`src/rtl/arm_shift_seq_pkg.sv`:
```
// Shared types and constants for the operand-2 shift sequencer.
// Consumed by arm_shift_sequencer and arm_shift_operand_sel.
package arm_shift_seq_pkg;

   typedef enum logic [1:0] {IDLE, RD_RM, RD_RS, DONE} shseq_state_t;
   typedef enum {IMM, ISHIFT, RSHIFT} shseq_class_t;

   localparam logic [3:0] REG_PC = 4'd15;

   // Operand-2 form from inst[25] (immediate) and inst[4] (register-specified shift amount).
   function automatic shseq_class_t classify(input logic imm_bit, input logic reg_shift_bit);
      if (imm_bit)
         return IMM;
      else if (reg_shift_bit)
         return RSHIFT;
      else
         return ISHIFT;
   endfunction

endpackage

```
`src/rtl/arm_shift_operand_sel.sv`:
```
// Picks the captured operand value: PC plus pipeline offset for R15, else register-file data.
// With ARM_SHIFT_FWD_EN defined, a matching writeback bypass overrides the register file.
module arm_shift_operand_sel
   import arm_shift_seq_pkg::*;
#(
   parameter logic [31:0] PC_OFS_IMM = 32'd8,
   parameter logic [31:0] PC_OFS_REG = 32'd12
) (
   input  logic [3:0]  raddr,
   input  logic [31:0] rdata,
   input  logic [31:0] pc,
   input  logic        reg_shift,
   input  logic        fwd_we,
   input  logic [3:0]  fwd_addr,
   input  logic [31:0] fwd_data,
   output logic [31:0] operand
);

`ifdef ARM_SHIFT_FWD_EN
   always_comb begin
      // NOTE: assign a default first so no path through the block leaves operand unassigned (latch).
      operand = rdata;
      if (raddr == REG_PC)
         operand = pc + (reg_shift ? PC_OFS_REG : PC_OFS_IMM);
      else if (fwd_we && (fwd_addr == raddr))
         operand = fwd_data;
   end
`else
   always_comb begin
      operand = rdata;
      if (raddr == REG_PC)
         operand = pc + (reg_shift ? PC_OFS_REG : PC_OFS_IMM);
   end

   logic unused_fwd;
   assign unused_fwd = ^{fwd_we, fwd_addr, fwd_data};
`endif

endmodule

```
`src/rtl/arm_shift_sequencer.sv`:
```
// Serial Rm/Rs fetch through one register-file read port, feeding the operand-2 shifter.
// Optional writeback bypass is enabled by defining ARM_SHIFT_FWD_EN.
module arm_shift_sequencer
   import arm_shift_seq_pkg::*;
#(
   parameter logic [31:0] PC_OFS_IMM = 32'd8,
   parameter logic [31:0] PC_OFS_REG = 32'd12
) (
   input  logic        clk,
   input  logic        rst,
   input  logic        flush,
   input  logic        in_valid,
   output logic        in_ready,
   input  logic [31:0] in_inst,
   input  logic [31:0] in_pc,
   output logic [3:0]  rf_raddr,
   input  logic [31:0] rf_rdata,
   input  logic        fwd_we,
   input  logic [3:0]  fwd_addr,
   input  logic [31:0] fwd_data,
   output logic        out_valid,
   input  logic        out_ready,
   output logic [11:0] out_inst_11_0,
   output logic [31:0] out_rm_data,
   output logic [31:0] out_rs_data,
   output logic        out_is_imm,
   output logic        stall
);

   shseq_state_t state;
   shseq_class_t cls_q;
   logic [31:0]  pc_q;
   logic [31:0]  operand;
   logic         accept;

   assign in_ready = ~rst & ~flush & ((state == IDLE) | ((state == DONE) & out_ready));
   assign accept   = in_valid & in_ready;
   assign stall    = in_valid & ~in_ready;

   logic unused_inst;
   assign unused_inst = ^{in_inst[31:26], in_inst[24:12]};

   arm_shift_operand_sel #(
      .PC_OFS_IMM (PC_OFS_IMM),
      .PC_OFS_REG (PC_OFS_REG)
   ) u_operand_sel (
      .raddr     (rf_raddr),
      .rdata     (rf_rdata),
      .pc        (pc_q),
      .reg_shift (cls_q == RSHIFT),
      .fwd_we    (fwd_we),
      .fwd_addr  (fwd_addr),
      .fwd_data  (fwd_data),
      .operand   (operand)
   );

   // The output bundle doubles as the instruction latch; rf_raddr is registered so it is
   // already pointing at the right register on the first cycle of each read state.
   always_ff @(posedge clk) begin
      // NOTE: state uses non-blocking assignments so every register samples pre-edge values.
      if (rst) begin
         state         <= IDLE;
         cls_q         <= IMM;
         pc_q          <= '0;
         rf_raddr      <= '0;
         out_valid     <= 1'b0;
         out_inst_11_0 <= '0;
         out_rm_data   <= '0;
         out_rs_data   <= '0;
         out_is_imm    <= 1'b0;
      end else if (flush) begin
         state     <= IDLE;
         out_valid <= 1'b0;
         rf_raddr  <= '0;
      end else if (accept) begin
         pc_q          <= in_pc;
         cls_q         <= classify(in_inst[25], in_inst[4]);
         out_inst_11_0 <= in_inst[11:0];
         out_is_imm    <= in_inst[25];
         out_rm_data   <= '0;
         out_rs_data   <= '0;
         if (in_inst[25]) begin
            state     <= DONE;
            out_valid <= 1'b1;
            rf_raddr  <= '0;
         end else begin
            state     <= RD_RM;
            out_valid <= 1'b0;
            rf_raddr  <= in_inst[3:0];
         end
      end else begin
         case (state)
            RD_RM: begin
               out_rm_data <= operand;
               if (cls_q == RSHIFT) begin
                  state    <= RD_RS;
                  rf_raddr <= out_inst_11_0[11:8];
               end else begin
                  state     <= DONE;
                  out_valid <= 1'b1;
                  rf_raddr  <= '0;
               end
            end
            RD_RS: begin
               out_rs_data <= operand;
               state       <= DONE;
               out_valid   <= 1'b1;
               rf_raddr    <= '0;
            end
            DONE: begin
               if (out_ready) begin
                  state     <= IDLE;
                  out_valid <= 1'b0;
               end
            end
            default: ;
         endcase
      end
   end

endmodule

```
`config.mk`:
```
export PLATFORM = sky130hd
export DESIGN_NAME = arm_shift_sequencer
export DESIGN_NICKNAME = d
export VERILOG_FILES = /design/src/rtl/arm_shift_seq_pkg.sv /design/src/rtl/arm_shift_operand_sel.sv /design/src/rtl/arm_shift_sequencer.sv
export SDC_FILE = /design/constraint.sdc
export NUM_CORES = 1
export LEC_CHECK = 0
export CAP_MARGIN = 20
export CORE_ASPECT_RATIO = 1.75
export CORE_MARGIN = 2
export CORE_UTILIZATION = 43
export CTS_CLUSTER_DIAMETER = 120
export CTS_CLUSTER_SIZE = 10
export DETAILED_ROUTE_END_ITERATION = 10
export PLACE_DENSITY_LB_ADDON = 0.08
export RECOVER_POWER = 50
export SYNTH_ARGS = -nofsm -noshare
export SYNTH_HDL_FRONTEND = slang
export SYNTH_SLANG_ARGS = --single-unit
```
`constraint.sdc`:
```
create_clock -name clk -period 3.05 [get_ports clk]
set_input_delay 0.7625 -clock clk [delete_from_list [all_inputs] [get_ports clk]]
set_output_delay 0.7625 -clock clk [all_outputs]
set_load 0.02 [all_outputs]
```
==> results.tsv, run 1 <==
stage	metric	value	unit
clock_tree	Post-CTS Setup Inserts	0	
clock_tree	cts repair resizes	1	
floorplan	Std-Cell Rows	54	
setup_path	worst endpoint required time	2290	ps
pwr	pwr dens	521.6	nW/um^2
final_layout	Fill cells	1136	
sta	Slew @ Worst Pin	800.8	ps
final_layout	most common cell after layout, fill and taps aside	nand2_1	
synth	Post-Syn Instances	694	
floorplan	I/O pins	222	
final_layout	# diodes	0	
sta	hold_ws	448.6	ps
route	DRC errors left	0	
global_routing	vias in the first global route	5599	
route	via count	5577	
global_routing	grt total ovfl	0	
route	drt total wl	17.28	mm
pwr	Peak VDD IR	404.3	uV
setup_path	Worst Path Arrival	2110	ps
sta	crit path time final	2868	ps
final_layout	fin nets	992	
final_layout	most frequent cells in the layout	nand2_1 (144), dfxtp_1 (118), a21oi_1 (95), clkdlybuf4s50_1 (81), dlygate4sd3_1 (81)	
route	Starting DRT DRC Count	345	
sta	Slew Limit Fails	0	
synth	Mean Syn Cell Area	7.788	um^2
setup_path	Critical Path Start Type	input port	
synth	fraction of registers with async set/reset	0	
sta	endpoints failing hold	0	
clock_tree	Longest Clk Path Bufs	2	
global_routing	initial antenna violation count	0	
route	vias per cell	5.420	
clock_tree	cts hold-fix bufs	0	
placed_design	post-place setup slack	-37.11	ps
synth	Mapped Area	5405	um^2
synth	top_reg_cell synth	dfxtp_1	
global_routing	first-pass GRT wire length	27.81	mm
clock_tree	H-tree levels	4	
setup_path	critical-path maximum fanout	4	
floorplan	Initial Util	0.4372	
final_layout	share of cells above drive strength 1	0.07898	
route	First-pass DRT Iterations	5	
final_layout	Syn-to-layout area delta	44.42	%
pwr	Leak	0.003040	uW
sta	# setup viols final	0	
clock_tree	CTS Buf Count	17	
final_layout	multi-input combinational cell area	2809	um^2
sta	RSZ-0062 raised after global routing	false	
clock_tree	CTS tree	done	
global_routing	Total GRT Usage	0.2652	
synth	Syn Nets	838	
min_path	Hold Crit Class	flop to flop	
route	average wire per standard cell	16.79	um
pwr	total power	4072	uW
floorplan	Core ar.	12360	um^2
sta	Fin Clk Skew	6.033	ps
run	MaxCap Viol Count	0	
synth	FF+latch count, synth	118	
floorplan	Chip Height	152.3	um
clock_tree	clk root buf	clkbuf_16	
setup_path	worst setup path class	input port to output port	
route	ANT nets after route	0	
sta	final worst slack	181.6	ps
synth	YS warnings	0	
clock_tree	TritonCTS Sinks	118	
placed_design	gpl congestion	0.8988	
final_layout	register area	2362	um^2
placed_design	PortBufs	165	
clock_tree	clk_lat worst skew	410	ps
setup_path	CP endpoint kind	output port	
sta	period utilisation layout	0.9404	
sta	highest clock rate	348.6	MHz
synth	sequential area share after synthesis	0.4370	
placed_design	HPWL Detailed	13.02	mm
status	status	completed	
sta	Max-slew headroom	0.4645	
synth	Yosys cell types	51	
floorplan	Chip Width	88.75	um
global_routing	largest net degree at the start of global routing	70	
synth	EDFF count, synth	0	
clock_tree	clk slew on worst S/H paths	50	ps
floorplan	die area	13520	um^2
[critical path: stages]
cell,delay [ps]
clkdlybuf4s50_1,460
a21o_1,200
and2_0,210
nor2b_1,130
dlygate4sd2_1,340
[state kept, by name, indices dropped and copies added, names as in the netlist]
signal and count:
out_rm_data 32, state 2, cls_q 2, rf_raddr 4, pc_q 32, out_inst_11_0 12
out_valid 1, out_is_imm 1, out_rs_data 32
[cell usage after synthesis, drive strengths merged, types with 3 or more instances]
library cell / count / area, um^2
a311oi: 5 / 43.79
nand3b: 8 / 60.06
a31oi: 3 / 18.77
nor4: 7 / 58.81
buf: 7 / 31.28
a31o: 6 / 52.55
o21ai: 26 / 130.1
a21oi: 95 / 475.5
nor2: 50 / 187.7
or4: 4 / 30.03
o31ai: 13 / 97.59
a32o: 8 / 80.08
a21o: 4 / 30.03
mux2i: 4 / 40.04
nor3: 6 / 30.03
nand3: 42 / 210.2
and2: 3 / 18.77
o41ai: 4 / 35.03
o211ai: 4 / 30.03
nand4: 9 / 71.32
and3: 7 / 43.79
or2: 3 / 18.77
or3: 6 / 37.54
a211oi: 4 / 30.03
and4: 4 / 35.03
nor2b: 8 / 50.05
xor2: 8 / 70.07
nand2: 144 / 540.5
inv: 10 / 37.54
xnor2: 4 / 35.03
clkbuf: 45 / 171.4
dfxtp: 118 / 2362
ha: 6 / 75.07
[per-stage QoR]
| stage | area [um^2] | setup TNS, ps | cells | util |
|---|---|---|---|---|
| floorplan | 5405 | 0 | 694 | - |
| global placement | 7268 | -49.65 | 997 | 0.5878 |
| detailed placement | 7268 | -37.11 | 997 | 0.5878 |
| CTS | 7814 | 0 | 1029 | 0.6320 |
| global route | 7806 | 0 | 1029 | 0.6314 |
| finish | 7806 | 0 | 1029 | 0.6314 |
[cell families after synthesis]
kind of cell,count (synthesis),share of synthesized area
and+or+nand+nor,309,0.2694
AOI/OAI and AO/OA,183,0.2083
DFF,118,0.4370
buffers and inverters,62,0.04444
xor gates and xnor gates,12,0.01944
adders and majority gates,6,0.01389
muxes,4,0.007408
[layer usage]
metal / vias up / track usage / routed length [um]
li1: 2762 / - / -
met1: 2559 / 0.2643 / 6030
met2: 214 / 0.4883 / 9493
met3: 42 / 0.06338 / 1008
met4: 0 / 0.1313 / 748
met5: - / 0 / 0
[layout make-up]
| type | count | share of cell area |
|---|---|---|
| repair buffers | 187 | 0.2358 |
| well taps | 168 | 0.02693 |
| clock buffers | 21 | 0.06027 |
| multi-input cells | 514 | 0.3598 |
| clock inverters | 11 | 0.009777 |
| inverters | 10 | 0.004808 |
| flip-flops and latches | 118 | 0.3026 |
[final timing paths]
| path | start | end | slack [ps] | cells after the start |
|---|---|---|---|---|
| setup / recovery | out_ready | stall | 180 | 5 |
| hold / removal | out_rm_data[4] | out_rm_data[4] | 450 | 2 |
| setup reg to reg | cls_q[0] | out_rs_data[26] | 460 | 9 |
| hold reg to reg | out_rm_data[4] | out_rm_data[4] | 450 | 2 |
[power breakdown]
part / internal (uW) / leakage, uW / switching (uW) / total [uW]
clock: 1100 / 0.000261 / 722 / 1820
combinational: 271 / 0.00182 / 304 / 575
sequential: 1620 / 0.000960 / 56.6 / 1680
Power figures use the tool's default switching activity.
==> inputs of run 2 (changes only) <==
--- a/config.mk
+++ b/config.mk
@@ -12,8 +12,10 @@
 export CTS_CLUSTER_DIAMETER = 120
 export CTS_CLUSTER_SIZE = 10
 export DETAILED_ROUTE_END_ITERATION = 10
+export MAX_ROUTING_LAYER = met4
 export PLACE_DENSITY_LB_ADDON = 0.08
 export RECOVER_POWER = 50
+export SKIP_CTS_REPAIR_TIMING = 1
 export SYNTH_ARGS = -nofsm -noshare
 export SYNTH_HDL_FRONTEND = slang
 export SYNTH_SLANG_ARGS = --single-unit
==> run 2 against run 1 <==
Effect of this change: utilization is essentially flat; sequential share of layout area about the same; combinational power barely moved; critical path type unchanged; worst setup slack improved by 24 ps; total power barely moved; worst hold slack barely moved; cell area hardly changed; largest cell class unchanged; clock power hardly changed; flip-flop and latch count is the same; fmax grew 0.84%; first-iteration DRC count up 8.1%; critical endpoint unchanged.
==> results.tsv, run 2 (synthesis gave the netlist of run 1 again) <==
stage	metric	value	unit
floorplan	Core ar.	12360	um^2
final_layout	design area	7809	um^2
route	drt total wl	17.28	mm
clock_tree	H-tree levels	4	
route	average wire per standard cell	16.79	um
sta	Slew @ Worst Pin	764.3	ps
placed_design	HPWL Detailed	13.02	mm
placed_design	dpl cells	997	
final_layout	biggest registers after layout	out_rm_data: 32 flops, out_rs_data: 32 flops, pc_q: 32 flops	
clock_tree	clk slew on worst S/H paths	50	ps
sta	Slew Limit Fails	0	
sta	period utilisation layout	0.9326	
clock_tree	CTS Buf Count	17	
final_layout	fin nets	992	
clock_tree	clk_lat worst skew	410	ps
clock_tree	clk root buf	clkbuf_16	
final_layout	# diodes	0	
global_routing	largest net degree at the start of global routing	70	
sta	endpoints failing hold	0	
route	via count	5621	
route	met3 wire length	821	um
route	DRC errors left	0	
final_layout	final non-filler cell total	1029	
route	First-pass DRT Iterations	5	
run	MaxCap Viol Count	0	
setup_path	Worst path max stage delay	590	ps
global_routing	vias in the first global route	5599	
floorplan	I/O pins	222	
route	Highest Signal Layer	met4	
global_routing	grt total ovfl	0	
sta	Fin Clk Skew	5.073	ps
setup_path	worst path cell trace	dlygate4sd3_1, a21o_1, and2_1, nor2b_1, dlymetal6s2s_1	
floorplan	Chip Height	152.3	um
final_layout	most frequent cells in the layout	nand2_1 (144), dfxtp_1 (118), a21oi_1 (95), dlygate4sd3_1 (82), clkdlybuf4s50_1 (80)	
pwr	Leak	0.003047	uW
global_routing	Total GRT Usage	0.2730	
route	Starting DRT DRC Count	373	
route	routed wl met2	9.584	mm
setup_path	Worst Path Arrival	2080	ps
route	vias per cell	5.463	
pwr	Peak VDD IR	402.2	uV
setup_path	worst endpoint required time	2290	ps
setup_path	CP endpoint kind	output port	
floorplan	Chip Width	88.75	um
clock_tree	CTS tree	done	
floorplan	die area	13520	um^2
global_routing	first-pass GRT wire length	27.74	mm
sta	Max-slew headroom	0.4890	
setup_path	critical-path maximum fanout	4	
status	status	completed	
floorplan	Initial Util	0.4372	
route	WL met1	6.097	mm
placed_design	gpl congestion	0.9141	
final_layout	share of cells above drive strength 1	0.07666	
setup_path	worst setup path class	input port to output port	
setup_path	CP top delay family	buffers and inverters	
sta	highest clock rate	351.6	MHz
placed_design	Post-DP Area	7268	um^2
clock_tree	Longest Clk Path Bufs	2	
global_routing	initial antenna violation count	0	
setup_path	Critical Path Start Type	input port	
sta	crit path time final	2844	ps
floorplan	Std-Cell Rows	54	
sta	setup TNS	0	ps
sta	RSZ-0062 raised after global routing	false	
setup_path	CP max stage cell	dlygate4sd3_1	
pwr	pwr dens	521.3	nW/um^2
setup_path	Bufs and invs on worst path	2	
route	ANT nets after route	0	
min_path	Hold Crit Class	flop to flop	
clock_tree	TritonCTS Sinks	118	
final_layout	Syn-to-layout area delta	44.47	%
final_layout	most common cell after layout, fill and taps aside	nand2_1	
sta	# setup viols final	0	
placed_design	PortBufs	165	
run 2: worst paths after layout:
kind | start | end | slack, ps | depth (start not counted)
hold reg to reg | out_rm_data[4] | out_rm_data[4] | 450 | 2
hold / removal | out_rm_data[4] | out_rm_data[4] | 450 | 2
setup reg to reg | cls_q[0] | out_rs_data[24] | 470 | 9
setup / recovery | out_ready | stall | 210 | 5
run 2: through the flow:
step	util	worst slack (ps)	total power (uW)	hold slack [ps]
5_1_grt	0.6316	159.5	4223	472.1
2_1_floorplan	-	689.9	1983	434.5
4_1_cts	0.6321	-60.64	4125	454.9
3_3_place_gp	0.5878	-49.65	2296	443.3
6_report	0.6316	205.6	4071	449.0
3_5_place_dp	0.5878	-37.11	2309	447.2
run 2: area by class of cell:
type / instances / area [um^2]
inverter: 10 / 37.54
fill: 1136 / 4556
clock buffer: 21 / 470.5
clock inverter: 11 / 76.32
sequential: 118 / 2362
tap: 168 / 210.2
multi-input combinational: 514 / 2809
timing repair buffer: 187 / 1843
run 2: metal layers:
metal | track usage | vias to the layer above
met2 | 0.4865 | 201
met4 | 0.1291 | 0
li1 | - | 2761
met1 | 0.2729 | 2605
met5 | - | -
met3 | 0.05580 | 54
run 2: worst reg2reg max path, stage by stage, from the launching register on:
cell and delay, ps:
dfxtp_1 310, nand2b_1 150, inv_1 120, ha_1 200
inv_1 50, ha_1 290, or3b_2 600, o31ai_1 230
nand3b_1 210, a32o_1 310
run 2: power by group:
| part | switching [uW] | internal (uW) | total (uW) |
|---|---|---|---|
| Clock | 721 | 1100 | 1820 |
| Combinational | 303 | 271 | 574 |
| Sequential | 56.8 | 1620 | 1680 |
| Total | 1080 | 2990 | 4070 |
